## src/rtl/tri_bus_owner_arb.sv

```systemverilog
// rtl/tri_bus_owner_arb.sv - round-robin owner arbiter for a shared tri-state net
// Grants one agent at a time, bounds each tenure, and forces released cycles between owners.
module tri_bus_owner_arb #(
    parameter int NREQ     = 4,
    parameter int HOLD_MAX = 15,
    parameter int TURN_CYC = 1,
    parameter int CW       = 4
) (
    input  logic                    clk,
    input  logic                    rst,
    input  logic [NREQ-1:0]         req,
    input  logic [NREQ-1:0]         last,
    output logic [NREQ-1:0]         drv_en,
    output logic [$clog2(NREQ)-1:0] owner,
    output logic                    owner_vld,
    output logic                    bus_rel,
    output logic                    timeout
);

    localparam int IW = $clog2(NREQ);

    typedef enum logic [1:0] {
        ST_IDLE = 2'd0,
        ST_OWN  = 2'd1,
        ST_TURN = 2'd2
    } state_t;

    state_t          state_q, state_d;
    logic [IW-1:0]   rr_ptr_q, rr_ptr_d;
    logic [CW-1:0]   beat_cnt_q, beat_cnt_d;
    logic [2:0]      turn_cnt_q, turn_cnt_d;
    logic [NREQ-1:0] drv_en_q, drv_en_d;
    logic [IW-1:0]   owner_q, owner_d;
    logic            owner_vld_q, owner_vld_d;
    logic            bus_rel_q, bus_rel_d;
    logic            timeout_q, timeout_d;

    logic            pick_found;
    logic [IW-1:0]   pick_idx;
    logic [IW:0]     cand;
    logic            release_now;

    // Rotating scan starting at rr_ptr; the extra bit lets the sum wrap without overflow.
    always_comb begin
        pick_found = 1'b0;
        pick_idx   = '0;
        cand       = '0;
        for (int i = 0; i < NREQ; i++) begin
            cand = {1'b0, rr_ptr_q} + (IW+1)'(i);
            if (cand >= (IW+1)'(NREQ)) begin
                cand = cand - (IW+1)'(NREQ);
            end
            if (!pick_found && req[cand[IW-1:0]]) begin
                pick_found = 1'b1;
                pick_idx   = cand[IW-1:0];
            end
        end
    end

    always_comb begin
        state_d     = state_q;
        rr_ptr_d    = rr_ptr_q;
        beat_cnt_d  = beat_cnt_q;
        turn_cnt_d  = turn_cnt_q;
        drv_en_d    = drv_en_q;
        owner_d     = owner_q;
        owner_vld_d = owner_vld_q;
        bus_rel_d   = bus_rel_q;
        timeout_d   = 1'b0;
        release_now = 1'b0;

        case (state_q)
            ST_IDLE: begin
                if (pick_found) begin
                    state_d     = ST_OWN;
                    drv_en_d    = {{(NREQ-1){1'b0}}, 1'b1} << pick_idx;
                    owner_d     = pick_idx;
                    owner_vld_d = 1'b1;
                    bus_rel_d   = 1'b0;
                    beat_cnt_d  = {{(CW-1){1'b0}}, 1'b1};
                end
            end
            ST_OWN: begin
                // Priority: dropped request, final beat, tenure limit, keep counting.
                if (!req[owner_q]) begin
                    release_now = 1'b1;
                end else if (last[owner_q]) begin
                    release_now = 1'b1;
                end else if ((HOLD_MAX != 0) && (beat_cnt_q == CW'(HOLD_MAX))) begin
                    release_now = 1'b1;
                    timeout_d   = 1'b1;
                end else if (beat_cnt_q != {CW{1'b1}}) begin
                    beat_cnt_d = beat_cnt_q + 1'b1;
                end

                if (release_now) begin
                    state_d     = ST_TURN;
                    drv_en_d    = '0;
                    owner_vld_d = 1'b0;
                    bus_rel_d   = 1'b1;
                    turn_cnt_d  = 3'(TURN_CYC);
                    rr_ptr_d    = (owner_q == IW'(NREQ-1)) ? '0 : owner_q + 1'b1;
                end
            end
            ST_TURN: begin
                turn_cnt_d = turn_cnt_q - 1'b1;
                if (turn_cnt_q <= 3'd1) begin
                    turn_cnt_d = '0;
                    state_d    = ST_IDLE;
                end
            end
            default: begin
                state_d     = ST_IDLE;
                drv_en_d    = '0;
                owner_vld_d = 1'b0;
                bus_rel_d   = 1'b1;
            end
        endcase
    end

    // Async reset so drive enables collapse immediately, not at the next edge.
    always_ff @(posedge clk or posedge rst) begin
        if (rst) begin
            state_q     <= ST_IDLE;
            rr_ptr_q    <= '0;
            beat_cnt_q  <= '0;
            turn_cnt_q  <= '0;
            drv_en_q    <= '0;
            owner_q     <= '0;
            owner_vld_q <= 1'b0;
            bus_rel_q   <= 1'b1;
            timeout_q   <= 1'b0;
        end else begin
            state_q     <= state_d;
            rr_ptr_q    <= rr_ptr_d;
            beat_cnt_q  <= beat_cnt_d;
            turn_cnt_q  <= turn_cnt_d;
            drv_en_q    <= drv_en_d;
            owner_q     <= owner_d;
            owner_vld_q <= owner_vld_d;
            bus_rel_q   <= bus_rel_d;
            timeout_q   <= timeout_d;
        end
    end

    assign drv_en    = drv_en_q;
    assign owner     = owner_q;
    assign owner_vld = owner_vld_q;
    assign bus_rel   = bus_rel_q;
    assign timeout   = timeout_q;

endmodule
```

## config.mk

```make
export PLATFORM = sky130hd
export DESIGN_NAME = tri_bus_owner_arb
export DESIGN_NICKNAME = d
export VERILOG_FILES = /design/src/rtl/tri_bus_owner_arb.sv
export SDC_FILE = /design/constraint.sdc
export NUM_CORES = 1
export LEC_CHECK = 0
export BUFFER_PORTS_ARGS = -buffer_cell sky130_fd_sc_hd__buf_2
export CAP_MARGIN = 20
export CORE_MARGIN = 1.5
export CORE_UTILIZATION = 49
export DETAILED_ROUTE_END_ITERATION = 12
export PLACE_DENSITY = 0.74
export SLEW_MARGIN = 20
export SYNTH_ARGS = -nofsm -noshare
export SYNTH_HDL_FRONTEND = slang
export SYNTH_SLANG_ARGS = --single-unit
```

## constraint.sdc

```tcl
create_clock -name clk -period 1.6 [get_ports clk]
set_input_delay 0.08 -clock clk [delete_from_list [all_inputs] [get_ports clk]]
set_output_delay 0.08 -clock clk [all_outputs]
set_load 0.1 [all_outputs]
```

==> flow_metrics.py, run 1 <==
metrics = {
    "clock_network": {
        "clk_latency_ns": 0.30,
        "htree_levels": 1,
        "clk_path_buf_depth": 2,
        "cts_tree": "done",
        "cts_buffers": 3,
        "cts_root_buf": "clkbuf_4",
        "clock-sinks": 20,
        "clk_pin_slew_ns": 0.12,
        "postCtsSetupRepairBufs": 0,
    },
    "timing": {
        "tightestPinTransition_ns": 0.498,
        "min_period_ns": 1.64,
        "setup_viol": 3,
        "finClkSkew_ns": 0.00355,
        "drv_slew": 0,
        "rsz0062_at_grt": "yes",
        "slew_headroom": 0.670,
        "worst_slack_ns": -0.0441,
        "hold_ws_ns": 0.280,
        "hold_viol": 0,
        "finalCritPeriodShare": 1.03,
        "clock.fmax_ghz": 0.608,
    },
    "routing": {
        "wl_met1_um": 1140,
        "dr.pass1.iters": 4,
        "drt-total-wl_um": 2510,
        "drt_iter0_markers": 21,
        "vias_per_cell": 5.59,
        "post_drt_wl_per_cell_um": 14.4,
        "dr_wl_met2_um": 1270,
        "route.met3.wl_um": 71,
        "dr_total_vias": 972,
        "highest_layer": "met4",
        "final_antenna_net_count": 0,
        "drc_errors": 0,
    },
    "critical_path": {
        "crit_arrival_ns": 1.84,
        "slowest_stage": "dfrtp_4",
        "crit_type": "reg -> reg",
        "cp.required_ns": 1.79,
        "cp_cell_sequence": "buf_4 -> mux4_2 -> o311ai_2 -> o21ai_1",
        "cp_slowest_stage_delay_ns": 0.50,
        "crit_buf_inv": 1,
        "worstPathMaxFanout": 5,
        "critPathTopFamily": "flip-flops",
        "crit_path_end_kind": "flop",
        "crit_path_start_kind": "flop",
    },
    "global_route": {
        "antenna_found_initial": 0,
        "grt_pass1_vias": 914,
        "grt_remaining_overflow": 0,
        "grt_start_max_net_pins": 17,
        "grt.total_usage": 0.221,
        "grt_pass1_wl_um": 4120,
    },
    "cells_and_area": {
        "fin_util": 0.651,
        "nets": 160,
        "area_growth_pct": 27.1,
        "layout_common_cells": "buf_2 (18), dfrtp_1 (17), nand2_1 (12), nand2b_1 (10)",
        "diodes": 0,
        "drive_gt1_frac": 0.301,
        "fill_cells": 183,
        "layout_commonest_cell": "buf_2",
    },
    "die": {
        "io-pin-count": 19,
        "core_sq_um": 2170,
        "num_rows": 17,
        "dieArea_sq_um": 2560,
        "initial_core_util": 0.512,
        "die_h_um": 50.6,
        "fp.dieW_um": 50.6,
    },
    "status": {
        "outcome": "finished with violations",
        "violations": "setup timing",
    },
    "synthesis": {
        "ys_types": 35,
        "ys_ff_latch": 20,
        "avgSynthCellArea_sq_um": 9.58,
        "synth_area_sq_um": 1110,
        "yosysWarnings": 0,
        "yosys-top-cells-area": "dfrtp_1 (43%), nand2b_1 (5.6%), mux4_2 (4.1%)",
        "synth_top_area_frac": 0.428,
        "syn_inst": 116,
        "ys_seq_area_frac": 0.452,
        "postSynthNetCount": 129,
        "yosys.area.top_type": "dfrtp_1",
    },
    "placed_design": {
        "gp_congestion": 0.845,
        "io_buffers": 18,
        "place_ws_ns": -0.00235,
        "hpwlAfterDp_um": 1810,
    },
    "pwr": {
        "leakagePower_uw": 0.000647,
        "power_density_nw_per_um2": 2190,
        "vdd_ir_drop_max_uv": 1760,
    },
    "run": {
        "cap_violations": 0,
    },
    "min_path": {
        "holdCritPathClass": "in -> async",
    },
}
-- synth_stat cells --
cell / instances
a311oi_1: 1
mux2i_1: 2
ha_1: 3
o21a_1: 1
a21oi_4: 1
mux4_2: 2
nand2_1: 12
a21oi_1: 4
a21oi_2: 1
buf_1: 1
mux2_1: 2
nand4_1: 1
buf_2: 1
nor3_1: 3
or3_1: 3
a21o_1: 1
nor2_1: 8
o21ai_1: 1
a211oi_1: 1
nand2b_1: 10
o21ai_0: 6
a31oi_1: 1
dfrtp_1: 19
nor4_1: 2
o32ai_1: 4
o2bb2ai_1: 1
a22oi_1: 1
nand3_1: 3
inv_1: 8
nor2b_1: 7
dfstp_2: 1
o311ai_1: 1
o22ai_1: 1
and3_1: 1
or2_2: 1
-- power breakdown --
| part | internal, uW | leakage (uW) | switching [uW] |
|---|---|---|---|
| combinational | 590 | 0.000370 | 1210 |
| sequential | 704 | 0.000249 | 161 |
| clock | 253 | 0.0000279 | 170 |
| total | 1550 | 0.000647 | 1540 |
-- worst min-delay path, delay by kind of cell --
| family | cells | cell delay (ns) |
|---|---|---|
| buffers and inverters | 3 | 0.95 |
-- repair_timing --
action | CTS | global route
gates cloned | 0 | 0
endpoints found under the hold margin | 9 | 0
hold buffers | 1 | 0
endpoints found under the setup margin | 3 | 8
gates resized for setup | 0 | 5
-- path summary, 6_finish.rpt --
path	startpoint	slack, ns	to	depth (start not counted)
min in group clk	req[3]	0.28	drv_en[1]	4
max in group asynchronous	rst	0.82	beat_cnt_q[3]	4
worst min register to register	beat_cnt_q[3]	0.55	beat_cnt_q[3]	1
worst max register to register	owner[1]	-0.04	beat_cnt_q[2]	4
worst min-delay path	rst	0.28	owner_vld	3
worst max-delay path	owner[1]	-0.04	beat_cnt_q[2]	4
-- area by class of cell --
class | instances | area [sq um] | share of cell area
clock buffers | 3 | 22.5 | 0.0159
clock inverters | 1 | 30.0 | 0.0213
inverters | 8 | 30.0 | 0.0213
multi-input cells | 86 | 606 | 0.429
flip-flops and latches | 20 | 509 | 0.360
well taps | 28 | 35.0 | 0.0248
repair buffers | 28 | 180 | 0.128
-- per-layer routing --
layer,track usage,vias to the layer above
met5,0,-
met4,0.0811,0
met3,0.0357,4
met2,0.366,21
met1,0.291,476
li1,-,471
-- flip-flops by register name (all words and copies together) (netlist names) --
register    cells
drv_en          4
rr_ptr_q        2
turn_cnt_q      3
owner           2
owner_vld       1
bus_rel         1
beat_cnt_q      4
timeout         1
state_q         2
-- per-stage QoR --
stage / cell area, sq um / cells / setup TNS (ns) / power (uW)
5_1_grt: 1410 / 174 / -0.249 / 3270
4_1_cts: 1380 / 174 / -0.0585 / 2980
3_5_place_dp: 1320 / 169 / -0.00249 / 2560
2_1_floorplan: 1120 / 116 / -1.35 / 2130
6_report: 1410 / 174 / -0.123 / 3090
3_3_place_gp: 1320 / 169 / 0 / 2510
-- cells by family (layout without fill, tap and decap cells) --
family          Yosys count  count (layout)  synth area share
fa+ha+maj                 3               3            0.0338
buf+inv                  10              40            0.0349
mux                       6               6            0.0788
compound gates           26              26             0.166
flops                    20              20             0.452
simple gates             51              51             0.235
Power figures use the tool's default switching activity.
==> inputs of run 2 (changes only) <==
CELL_PAD_IN_SITES_DETAIL_PLACEMENT = 0   (was unset)
CELL_PAD_IN_SITES_GLOBAL_PLACEMENT = 1   (was unset)
CORE_UTILIZATION = 37   (was 49)
PLACE_DENSITY = unset   (was 0.74)
PLACE_DENSITY_LB_ADDON = 0.1   (was unset)
==> run 2 against run 1 <==
  * The flow still finishes with violations (setup timing)
  * Flip-flop and latch count stayed put
  * Sequential power up 0.5%
  * Global-route usage down 4.3 points
  * Fmax rose by 2.0%
  * Clock skew shrank 0.00065 ns
  * Via count grew 0.21%
  * Die area is 30% higher
  * Wire length grew 1.4%
  * Combinational power about the same
  * Power is 0.60% lower
  * Final cell count grew 2.3%
  * First-iteration DRC count rose by 52%
  * Critical path type unchanged
  * Critical endpoint is now rr_ptr_q[0]
  * Largest power group unchanged
==> flow_metrics.py, run 2 (same netlist as run 1, synthesis figures left out) <==
metrics = {
    "critical_path": {
        "worstPathMaxFanout": 3,
        "crit_type": "reg -> reg",
        "crit_path_start_kind": "flop",
        "crit_buf_inv": 0,
        "slowest_stage": "mux4_2",
        "critPathTopFamily": "multiplexers",
        "crit_path_end_kind": "flop",
        "reg2regPathDepth": 3,
        "cp.required_ns": 1.80,
        "crit_cells": 3,
        "cp_cell_sequence": "mux4_2 -> a21oi_4 -> mux2_4",
        "cp_slowest_stage_delay_ns": 0.56,
        "crit_arrival_ns": 1.82,
    },
    "routing": {
        "dr_total_vias": 974,
        "drc_errors": 0,
        "dr.pass1.iters": 4,
        "drt_iter0_markers": 32,
        "vias_per_cell": 5.47,
        "final_antenna_net_count": 0,
        "post_drt_wl_per_cell_um": 14.3,
        "drt-total-wl_um": 2550,
    },
    "timing": {
        "finClkSkew_ns": 0.00290,
        "setup_viol": 2,
        "worst_slack_ns": -0.0116,
        "slew_headroom": 0.674,
        "min_period_ns": 1.61,
        "tightestPinTransition_ns": 0.492,
        "clock.fmax_ghz": 0.620,
        "finalCritPeriodShare": 1.01,
        "setup_tns_ns": -0.0227,
        "drv_slew": 0,
        "rsz0062_at_grt": "yes",
        "hold_viol": 0,
        "hold_ws_ns": 0.251,
    },
    "placed_design": {
        "hpwlAfterDp_um": 2020,
        "gp_congestion": 0.857,
        "io_buffers": 18,
        "dpl.cell_count": 173,
    },
    "die": {
        "io-pin-count": 19,
        "initial_core_util": 0.396,
        "fp.dieW_um": 57.8,
        "dieArea_sq_um": 3340,
        "die_h_um": 57.8,
        "core_sq_um": 2810,
        "num_rows": 19,
    },
    "clock_network": {
        "cts_buffers": 3,
        "clock-sinks": 20,
        "clk_latency_ns": 0.30,
        "clk_pin_slew_ns": 0.12,
        "postCtsSetupRepairBufs": 0,
        "cts_tree": "done",
        "cts_root_buf": "clkbuf_4",
        "htree_levels": 1,
        "clk_path_buf_depth": 2,
    },
    "cells_and_area": {
        "diodes": 0,
        "drive_gt1_frac": 0.320,
        "nets": 161,
        "area_growth_pct": 28.5,
        "instances_no_fill": 178,
        "layout_commonest_cell": "buf_2",
        "layout_common_cells": "buf_2 (18), dfrtp_1 (16), nand2_1 (12), nand2b_1 (10)",
    },
    "global_route": {
        "grt_pass1_wl_um": 4510,
        "grt_start_max_net_pins": 17,
        "grt_remaining_overflow": 0,
        "grt.total_usage": 0.178,
        "antenna_found_initial": 0,
        "grt_pass1_vias": 991,
    },
    "run": {
        "cap_violations": 0,
    },
    "pwr": {
        "totalPowerFinal_uw": 3070,
        "vdd_ir_drop_max_uv": 1490,
        "leakagePower_uw": 0.000651,
        "power_density_nw_per_um2": 2150,
    },
    "status": {
        "outcome": "finished with violations",
        "violations": "setup timing",
    },
    "min_path": {
        "holdCritPathClass": "in -> async",
    },
}
==> run 2: final cells by class <==
| type | count | area (sq um) |
|---|---|---|
| clock buffers | 3 | 22.5 |
| clock inverters | 1 | 30.0 |
| fillers | 261 | 1380 |
| inverters | 8 | 30.0 |
| multi-input cells | 86 | 604 |
| flip-flops and latches | 20 | 510 |
| well taps | 31 | 38.8 |
| repair buffers | 29 | 191 |
==> run 2: what timing repair did <==
item	CTS	global route
gates resized for setup	3	5
endpoints found under the setup margin	3	9
hold buffers	1	0
hold endpoints to repair	8	0
==> run 2: power breakdown <==
part / total, uW / internal [uW] / switching, uW
Combinational: 1790 / 592 / 1200
Clock: 415 / 253 / 162
Sequential: 869 / 707 / 162
Total: 3070 / 1550 / 1520
==> run 2: per-stage QoR <==
stage          utilization  setup WS [ns]  cell area, sq um
5_1_grt              0.509        -0.0480              1430
2_1_floorplan            -         -0.280              1120
4_1_cts              0.501        -0.0150              1410
6_report             0.509        -0.0116              1430
3_5_place_dp         0.475       -0.00610              1330
3_3_place_gp         0.475         0.0252              1330
==> run 2: routing by layer <==
metal  GRT usage  wire length [um]
met5           0                 0
met4      0.0930                55
met1       0.232              1150
met2       0.291              1280
met3      0.0223                59
==> run 2: path summary, 6_finish.rpt <==
path	slack (ns)	to	start
max in group asynchronous	0.85	rr_ptr_q[1]	rst
min in group clk	0.32	drv_en[2]	req[1]
worst min-delay path	0.25	owner_vld	rst
worst max register to register	-0.01	rr_ptr_q[0]	owner[1]
worst min register to register	0.54	beat_cnt_q[3]	beat_cnt_q[3]
worst max-delay path	-0.01	rr_ptr_q[0]	owner[1]
==> run 2: worst reg2reg max path: stages, from the launching register on <==
cell and delay [ns]:
dfrtp_4 0.44, mux4_2 0.56, a21oi_4 0.20, mux2_4 0.32
==> inputs of run 3 (changes only) <==
CORE_MARGIN = 2   (was 1.5)
CORE_UTILIZATION = 30   (was 37)
==> run 3 against run 2 <==
  * Final cell count rose by 12%
  * Sequential share of layout area fell by 1.4 points
  * Critical path depth did not move
  * Power rose by 1.7%
  * Non-clock buffer count rose by 4
  * Sequential power fell by 2%
  * Critical endpoint is now rr_ptr_q[1]
  * The run still ends with setup timing left
  * Cell area rose by 3.9%
  * Clock skew rose by 0.0017 ns
==> flow_metrics.py, run 3 (same netlist as run 1, synthesis figures left out) <==
metrics = {
    "status": {
        "outcome": "finished with violations",
        "violations": "setup timing",
    },
    "timing": {
        "rsz0062_at_grt": "yes",
        "min_period_ns": 1.64,
        "hold_viol": 0,
        "clock.fmax_ghz": 0.612,
        "finClkSkew_ns": 0.00458,
        "worst_slack_ns": -0.0351,
        "finalCritPeriodShare": 1.02,
        "drv_slew": 0,
        "setup_tns_ns": -0.0855,
        "tightestPinTransition_ns": 0.487,
        "slew_headroom": 0.678,
        "setup_viol": 3,
        "hold_ws_ns": 0.314,
    },
    "clock_network": {
        "cts_tree": "done",
        "cts_root_buf": "clkbuf_8",
        "cts_buffers": 3,
        "htree_levels": 1,
        "clk_pin_slew_ns": 0.07,
        "clock-sinks": 20,
        "clk_latency_ns": 0.26,
        "clk_path_buf_depth": 2,
    },
    "die": {
        "core_sq_um": 3610,
        "io-pin-count": 19,
        "fp.dieW_um": 64.9,
        "dieArea_sq_um": 4210,
        "num_rows": 22,
        "die_h_um": 64.9,
        "initial_core_util": 0.308,
    },
    "cells_and_area": {
        "drive_gt1_frac": 0.325,
        "layout_common_cells": "buf_2 (18), dfrtp_1 (17), nand2_1 (12), buf_4 (11), nand2b_1 (10)",
        "area_growth_pct": 33.4,
        "diodes": 0,
        "fin_util": 0.411,
        "nets": 165,
        "layout_commonest_cell": "buf_2",
        "fill_cells": 369,
    },
    "global_route": {
        "antenna_found_initial": 0,
        "grt.total_usage": 0.138,
        "grt_pass1_vias": 911,
        "grt_remaining_overflow": 0,
        "grt_start_max_net_pins": 17,
        "grt_pass1_wl_um": 4400,
    },
    "routing": {
        "dr_wl_met2_um": 1080,
        "post_drt_wl_per_cell_um": 12.9,
        "route.met3.wl_um": 137,
        "dr.pass1.iters": 4,
        "drt-total-wl_um": 2570,
        "wl_met1_um": 1300,
        "highest_layer": "met4",
        "drc_errors": 0,
        "dr_total_vias": 964,
        "final_antenna_net_count": 0,
        "vias_per_cell": 4.84,
        "drt_iter0_markers": 36,
    },
    "critical_path": {
        "crit_arrival_ns": 1.78,
        "cp.required_ns": 1.75,
        "critPathLaunch": "owner[1]",
        "worstPathMaxFanout": 3,
        "cp_cell_sequence": "mux4_2 -> a21oi_4 -> mux2_4",
        "reg2regPathDepth": 3,
        "crit_cells": 3,
        "crit_path_end_kind": "flop",
        "r2r-start": "owner[1]",
        "slowest_stage": "mux4_2",
        "crit_type": "reg -> reg",
        "crit_path_start_kind": "flop",
        "cp_slowest_stage_delay_ns": 0.56,
        "crit_buf_inv": 0,
        "critPathTopFamily": "multiplexers",
    },
    "placed_design": {
        "hpwlAfterDp_um": 1980,
        "io_buffers": 18,
        "gp_congestion": 0.794,
    },
    "pwr": {
        "totalPowerFinal_uw": 3120,
        "seq_power_share": 0.272,
        "internal_power_uw": 1570,
        "power_density_nw_per_um2": 2110,
        "pwr-share-comb": 0.619,
        "clockPowerShare": 0.109,
        "p_sw_uw": 1560,
        "p_sw_frac": 0.498,
        "leakagePower_uw": 0.000670,
        "vdd_ir_drop_max_uv": 1490,
    },
    "run": {
        "cap_violations": 0,
    },
    "min_path": {
        "holdCritPathClass": "in -> async",
    },
}
[run 3: through the flow]
step / setup WS, ns / area (sq um) / std cells
floorplan: -0.280 / 1120 / 116
global placement: 0.0116 / 1380 / 193
detailed placement: -0.0270 / 1380 / 193
CTS: -0.0241 / 1450 / 199
global route: -0.111 / 1480 / 199
finish: -0.0351 / 1480 / 199
[run 3: layout make-up]
| cell class | count | area (sq um) | area share |
|---|---|---|---|
| Inverter | 8 | 30.0 | 0.0203 |
| Tap cell | 48 | 60.1 | 0.0405 |
| Sequential cell | 20 | 509 | 0.343 |
| Multi-Input combinational cell | 86 | 613 | 0.414 |
| Timing Repair Buffer | 33 | 225 | 0.152 |
| Clock buffer | 4 | 45.0 | 0.0304 |
[run 3: metal layers]
metal | vias up | track usage
met4 | 0 | 0.0718
met5 | - | 0
li1 | 482 | -
met3 | 5 | 0.0278
met1 | 451 | 0.193
met2 | 26 | 0.200
[run 3: path summary, 6_finish.rpt]
| path | endpoint | slack, ns |
|---|---|---|
| min | rr_ptr_q[1] | 0.31 |
| min reg2reg | owner_vld | 0.53 |
| min in group clk | state_q[0] | 0.40 |
| max in group asynchronous | bus_rel | 0.73 |
| max reg2reg | rr_ptr_q[1] | -0.04 |
| max | rr_ptr_q[1] | -0.04 |
[run 3: power by group through the flow]
| stage | Clock [uW] | Sequential [uW] | Combinational, uW |
|---|---|---|---|
| 2_1_floorplan | 0 | 1450 | 675 |
| 3_3_place_gp | 0 | 853 | 1780 |
| 3_5_place_dp | 0 | 860 | 1770 |
| 4_1_cts | 362 | 854 | 1860 |
| 5_1_grt | 389 | 876 | 2090 |
| 6_report | 342 | 849 | 1930 |
[run 3: worst reg2reg max path, cell delays in order (launching register included)]
cell,delay (ns)
dfrtp_4,0.42
mux4_2,0.56
a21oi_4,0.22
mux2_4,0.33
[run 3: what timing repair did]
item                                    4_1_cts  5_1_grt
cloned                                        0        0
endpoints found under the setup margin        3       10
gates resized for setup                       3        6
hold buffers                                  1        0
setup buffers                                 1        0
endpoints found under the hold margin         8        0
